## config.mk

```make
export PLATFORM = sky130hd
export DESIGN_NAME = decoder_scan_seq
export DESIGN_NICKNAME = d
export VERILOG_FILES = /design/src/rtl/decoder_scan_seq.sv
export SDC_FILE = /design/constraint.sdc
export NUM_CORES = 1
export LEC_CHECK = 0
export ABC_CLOCK_PERIOD_IN_PS = 2510
export CORE_MARGIN = 4
export CORE_UTILIZATION = 30
export DETAILED_ROUTE_END_ITERATION = 7
export DONT_BUFFER_PORTS = 1
export PLACE_DENSITY = 0.55
export SKIP_LAST_GASP = 1
export SLEW_MARGIN = 10
export SYNTH_ARGS = -nofsm -noshare
export SYNTH_HDL_FRONTEND = slang
export SYNTH_SLANG_ARGS = --single-unit
```

## constraint.sdc

```tcl
create_clock -name CLK -period 2.51 [get_ports CLK]
set_input_delay 0.502 -clock CLK [delete_from_list [all_inputs] [get_ports CLK]]
set_output_delay 0.502 -clock CLK [all_outputs]
set_load 0.005 [all_outputs]
```

## src/rtl/decoder_scan_seq.sv

```systemverilog
// Active-low one-hot decoder that can either decode SEL directly or scan its outputs.
// In scan mode each output dwells DWELL+1 cycles, with an optional all-high guard cycle between steps.
module decoder_scan_seq #(
    parameter int SEL_W   = 2,
    parameter int LAST    = (1 << SEL_W) - 1,
    parameter int DWELL_W = 8,
    parameter int GUARD   = 1
) (
    input  logic                    CLK,
    input  logic                    RST,
    input  logic                    G,
    input  logic                    MODE,
    input  logic [SEL_W-1:0]        SEL,
    input  logic [DWELL_W-1:0]      DWELL,
    output logic [(1<<SEL_W)-1:0]   Y,
    output logic [SEL_W-1:0]        IDX,
    output logic                    WRAP,
    output logic [1:0]              dbg_state
);

    localparam int NOUT = 1 << SEL_W;
    localparam logic [SEL_W:0]   LAST_X = (SEL_W+1)'(LAST);
    localparam logic [SEL_W-1:0] LAST_I = SEL_W'(LAST);
    localparam logic [NOUT-1:0]  ONES   = '1;

    typedef enum logic [1:0] {
        STATIC     = 2'd0,
        SCAN_ON    = 2'd1,
        SCAN_GUARD = 2'd2
    } state_t;

    state_t             state;
    logic [DWELL_W-1:0] cnt;
    logic               sel_ok;
    logic [SEL_W-1:0]   start_idx;
    logic [SEL_W-1:0]   next_idx;
    logic [NOUT-1:0]    static_y;

    function automatic logic [NOUT-1:0] dec(input logic [SEL_W-1:0] i);
        dec = ~(NOUT'(1) << i);
    endfunction

    always_comb begin
        sel_ok    = ({1'b0, SEL} <= LAST_X);
        start_idx = sel_ok ? SEL : '0;
        next_idx  = (IDX == LAST_I) ? '0 : IDX + SEL_W'(1);
        static_y  = (!G && sel_ok) ? dec(SEL) : ONES;
    end

    assign dbg_state = state;

    // Scan-state priority: MODE=0 exits, then G=1 freezes, then guard exit, step, or count.
    always_ff @(posedge CLK or posedge RST) begin
        if (RST) begin
            state <= STATIC;
            Y     <= ONES;
            IDX   <= '0;
            WRAP  <= 1'b0;
            cnt   <= '0;
        end else begin
            WRAP <= 1'b0;
            case (state)
                STATIC: begin
                    cnt <= '0;
                    if (MODE) begin
                        state <= SCAN_ON;
                        IDX   <= start_idx;
                        Y     <= G ? ONES : dec(start_idx);
                    end else begin
                        IDX <= SEL;
                        Y   <= static_y;
                    end
                end
                SCAN_ON, SCAN_GUARD: begin
                    if (!MODE) begin
                        state <= STATIC;
                        IDX   <= SEL;
                        cnt   <= '0;
                        Y     <= static_y;
                    end else if (G) begin
                        Y <= ONES;
                    end else if (state == SCAN_GUARD) begin
                        state <= SCAN_ON;
                        Y     <= dec(IDX);
                    end else if (cnt >= DWELL) begin
                        // >= so a DWELL lowered below the running count steps at once
                        cnt  <= '0;
                        IDX  <= next_idx;
                        WRAP <= (IDX == LAST_I);
                        if (GUARD != 0) begin
                            state <= SCAN_GUARD;
                            Y     <= ONES;
                        end else begin
                            Y <= dec(next_idx);
                        end
                    end else begin
                        cnt <= cnt + DWELL_W'(1);
                        Y   <= dec(IDX);
                    end
                end
                default: begin
                    state <= STATIC;
                    Y     <= ONES;
                end
            endcase
        end
    end

endmodule

```

---- After elaboration in Yosys (flattened, before gate mapping) ----
Index checks and enable logic that the tools add are counted.
cells by class
  add/sub/neg operators ................... 2
  $lt $le $gt $ge ......................... 1
  eq/ne operators ......................... 8
  shifts and indexed selects .............. 2
  muxes and demuxes ....................... 28
  bitwise operators ....................... 2
  reductions and logical operators ........ 6
operators by type and width
  operator                                                           count
  8-bit two-way mux                                                  4
  2-bit two-way mux                                                  10
  4-bit two-way mux                                                  5
  8-bit case mux with 2 select lines                                 1
  3-bit != test, second input constant                               3
  8-bit by 1-bit adder with 8-bit output, second input constant      1
  8-bit >= comparator                                                1
  4-bit inverter                                                     2
  2-bit case mux with 2 select lines                                 2
  4-bit case mux with 2 select lines                                 1
  1-bit by 2-bit << shifter with 4-bit output, first input constant  2
  3-bit AND reduction                                                2
  1-bit two-way mux                                                  5
  2-bit == test, second input constant                               2
  4-bit != test, second input constant                               1
  4-bit AND reduction                                                1
  2-bit by 1-bit adder with 2-bit output, second input constant      1
  2-bit by 1-bit == test with 1-bit output, second input constant    1
  2-bit logical NOT                                                  1
  2-bit != test, second input constant                               1
  2-bit nonzero test                                                 1
  2-bit OR reduction                                                 1
word-level totals
  flip-flop bits (word level) ............. 17
  bits of input ports ..................... 14
  output and inout port bits .............. 9
  logic and storage cells ................. 54

---- Logic depth before layout (Yosys ltp) ----
  depth after elaboration ................. 7
  depth in mapped cells ................... 9
  mapped depth without buffers ............ 8

---- Worst setup path after synthesis ----
Ideal clock, no wire load.
  path type ............................... input-to-reg
  from .................................... in DWELL[1]
  to ...................................... reg state[0] (netlist: dbg_state[0])
  setup time .............................. 0.128 ns
  data arrival time ....................... 2.401 ns
  data required time ...................... 2.382 ns
  slack ................................... -0.018 ns
  stages .................................. 9
  path buffers ............................ 1
  cells stage by stage .................... inv_1 -> ha_1 -> nor2b_1 -> o211a_1 -> o311a_1 -> or3_1 -> buf_6 -> o21ai_4 -> mux2_1
between the ends
  longest elaborated chain between the ends .. 3
ends and longest elaborated chain
  what                                  RTL line  RTL
  start: declaration                    14        input logic [DWELL_W-1:0] DWELL,
  8-bit >= comparator                   85        end else if (cnt >= DWELL) begin
  4-bit != test (no source line)        n/a
  3-bit AND reduction (no source line)  n/a
  end signal: assignment                83        state <= SCAN_ON;
  end signal: assignment                91        state <= SCAN_GUARD;
  end signal: assignment                102       state <= STATIC;
  end: declaration                      32        state_t state;
No other way between the ends.
A chain may end at the register's enable or synchronous reset.

---- Final worst setup path ----
  from .................................... reg cnt[1]
  to ...................................... reg state[0] (netlist: dbg_state[0])
between the ends
  longest elaborated chain between the ends .. 3
ends and longest elaborated chain
  what                                  RTL line  RTL
  start: declaration                    33        logic [DWELL_W-1:0] cnt;
  start signal: assignment              97        cnt <= cnt + DWELL_W'(1);
  8-bit >= comparator                   85
  4-bit != test (no source line)        n/a
  3-bit AND reduction (no source line)  n/a
No other way between the ends.

==> flow_summary.toml <==
[worst_setup_path]
critPathMaxFanout = 4
arrival_ps = 2510
start_kind = "flop"
critPathRequiredTime_ps = 2660
path_class = "reg -> reg"
critPathCaptureType = "flop"

[detailed_routing]
drcViolationCount = 0
drt_wl_total_um = 2864
drt-initial-drc-count = 38
wl_per_cell_um = 15.32
vias = 992
dr.pass1.iters = 4
via_per_inst = 5.305
ant_nets = 0

[sta]
tightestPinTransition_ps = 674.5
clock_skew_ps = 1.304
hold_violations = 0
min_period_over_period = 0.9403
worst_slack_ps = 149.8
final_max_slew_viol_count = 0
slew_headroom = 0.5498
rsz0062_at_grt = "no"
setup_violations = 0
max_freq_mhz = 423.7
setup_tns_ps = 0
final.min_clock_period_ps = 2360

[min_path]
hold_class = "in -> async"

[synth]
yosysUniqueCellTypes = 38
seq_area_frac_synth = 0.3457
synthTopCellsByArea = "dfrtp_1 26%, ha_1 16%, dfstp_2 8.4%"
synth_top_area_frac = 0.2613
synth_area_mm2 = 0.001245
synth_commonest_cells = "16 x ha_1, 15 x inv_1, 13 x dfrtp_1"
synth-main-ff-cell = "dfrtp_1"
synth_most_common_cell = "ha_1"
synth_area_leader_cell = "dfrtp_1"
synth_seq_cells = 17
synth-async-reset-ratio = 1.000
netlist_instances = 132
synth_edf_count = 0
ys_warn_count = 0
syn-num-nets = 162
synth.avg_cell_area_um2 = 9.431

[global_route]
overflow = 0
grt_pass1_wl_um = 4878
grt_max_degree = 18
antenna_found_initial = 0
grt_pass1_vias = 1081
grtUsageTotal = 0.1190

[clocking]
cts-buffers-inserted = 3
clockBufferDepth = 2
cts-root-buf = "clkbuf_8"
cts_tree = "done"
cts.sinks = 17
cts_setup_buffers = 0
clkTransAtPathRegs_ps = 80
h-tree-depth = 1
clock_latency_ps = 260

[cells_and_area]
drive_gt1_frac = 0.1095
diodes = 0
areaGrowthSynthToFinish_pct = 9.548
num-nets-final = 168
fillCellCount = 417

[placed_design]
hpwl_um = 2237
gp_congestion = 0.8205
io_buffers = 0
pre_cts_slack_ps = 34.87

[die]
fp.coreArea_mm2 = 0.004000
die_w_um = 72.42
rows = 23
initial_utilization = 0.3112
io_pins = 23
die_area_mm2 = 0.005245
die_y_um = 72.42

[run_status]
status = "completed"

[pwr]
peakVddDrop_v = 0.0004711
cellPowerDensity_mw_per_mm2 = 776.6
p_leak_nw = 0.7032

[job]
cap_violations = 0
-- cells in the final DEF (no fill, tap or decap), types with 4 or more instances in the layout --
master	instances
a22o_1	5
and3_1	6
dfrtp_1	13
dfstp_2	4
ha_1	16
inv_1	15
nand2_1	9
nor2b_1	7
o21ai_0	9
o31ai_1	4
-- final cells by class --
cell class                      count  area (um2)  share of cell area
Timing Repair Buffer                3       22.52             0.01651
Clock inverter                      1       7.507            0.005505
Inverter                           15       56.30             0.04128
Multi-Input combinational cell     98       743.2              0.5450
Sequential cell                    17       430.4              0.3156
Tap cell                           50       62.56             0.04587
Clock buffer                        3       41.29             0.03028
-- stage by stage --
step	util	area (um2)	total power, mW	hold WS (ps)	std cells
finish	0.3409	1364	1.059	219.9	187
global route	0.3409	1364	1.150	283.1	187
CTS	0.3409	1364	1.072	251.2	187
detailed placement	0.3287	1315	0.8421	532.8	183
global placement	0.3287	1315	0.8280	517.9	183
floorplan	-	1245	0.7349	425.2	132
-- routing by layer --
metal  wire length (um)  vias to the layer above  global-route usage
met5                  0                        -                   0
met4                 72                        0             0.06557
met3                123                        6             0.02632
met2               1393                       21              0.2032
met1               1275                      480              0.1371
li1                   -                      485                   -
-- kinds of logic (layout without fill, tap and decap cells) --
group           after synthesis  after routing  share of synthesized area
compound gates               40             40                     0.2372
fa+ha+maj                    16             16                     0.1608
buf+inv                      17             22                    0.05728
mux                           3              3                    0.02613
flops                        17             17                     0.3457
simple gates                 39             39                     0.1729
-- state kept, by name, indices dropped and copies added (netlist names) --
| name | count |
|---|---|
| IDX | 2 |
| WRAP | 1 |
| dbg_state | 2 |
| cnt | 8 |
| Y | 4 |
-- where the power goes --
group          leakage, nW  switching, mW  internal (mW)  total, mW
clock network       0.0217          0.112          0.112      0.224
logic                0.466          0.234          0.179      0.413
registers            0.216         0.0628          0.359      0.422
total                0.703          0.409          0.650       1.06
-- critical path, stage by stage, from the launching register on --
cell	delay, ps
dfrtp_1	420
ha_1	300
nor2b_1	130
o211a_1	200
o311a_1	340
or3_1	370
o21ai_4	160
mux2_1	330
-- repair_timing --
action / in CTS / in global routing
hold buffers: 0 / 0
resized for setup: 0 / 1
hold endpoints to repair: 0 / 0
setup endpoints to repair: 0 / 1
-- worst paths after layout --
kind / start / slack, ps / end / depth (start not counted)
max: cnt[1]$_DFFE_PP0P_ / 150 / dbg_state[0]$_DFFE_PP0P_ / 7
min: RST / 220 / cnt[7]$_DFFE_PP0P_ / 1
max reg2reg: cnt[1]$_DFFE_PP0P_ / 150 / dbg_state[0]$_DFFE_PP0P_ / 7
min reg2reg: cnt[7]$_DFFE_PP0P_ / 550 / cnt[7]$_DFFE_PP0P_ / 1
max in group asynchronous: RST / 1860 / IDX[1]$_DFFE_PP0P_ / 1
min in group CLK: SEL[0] / 420 / Y[1]$_DFF_PP1_ / 2
Note: power is estimated with default switching activity, not from simulation.
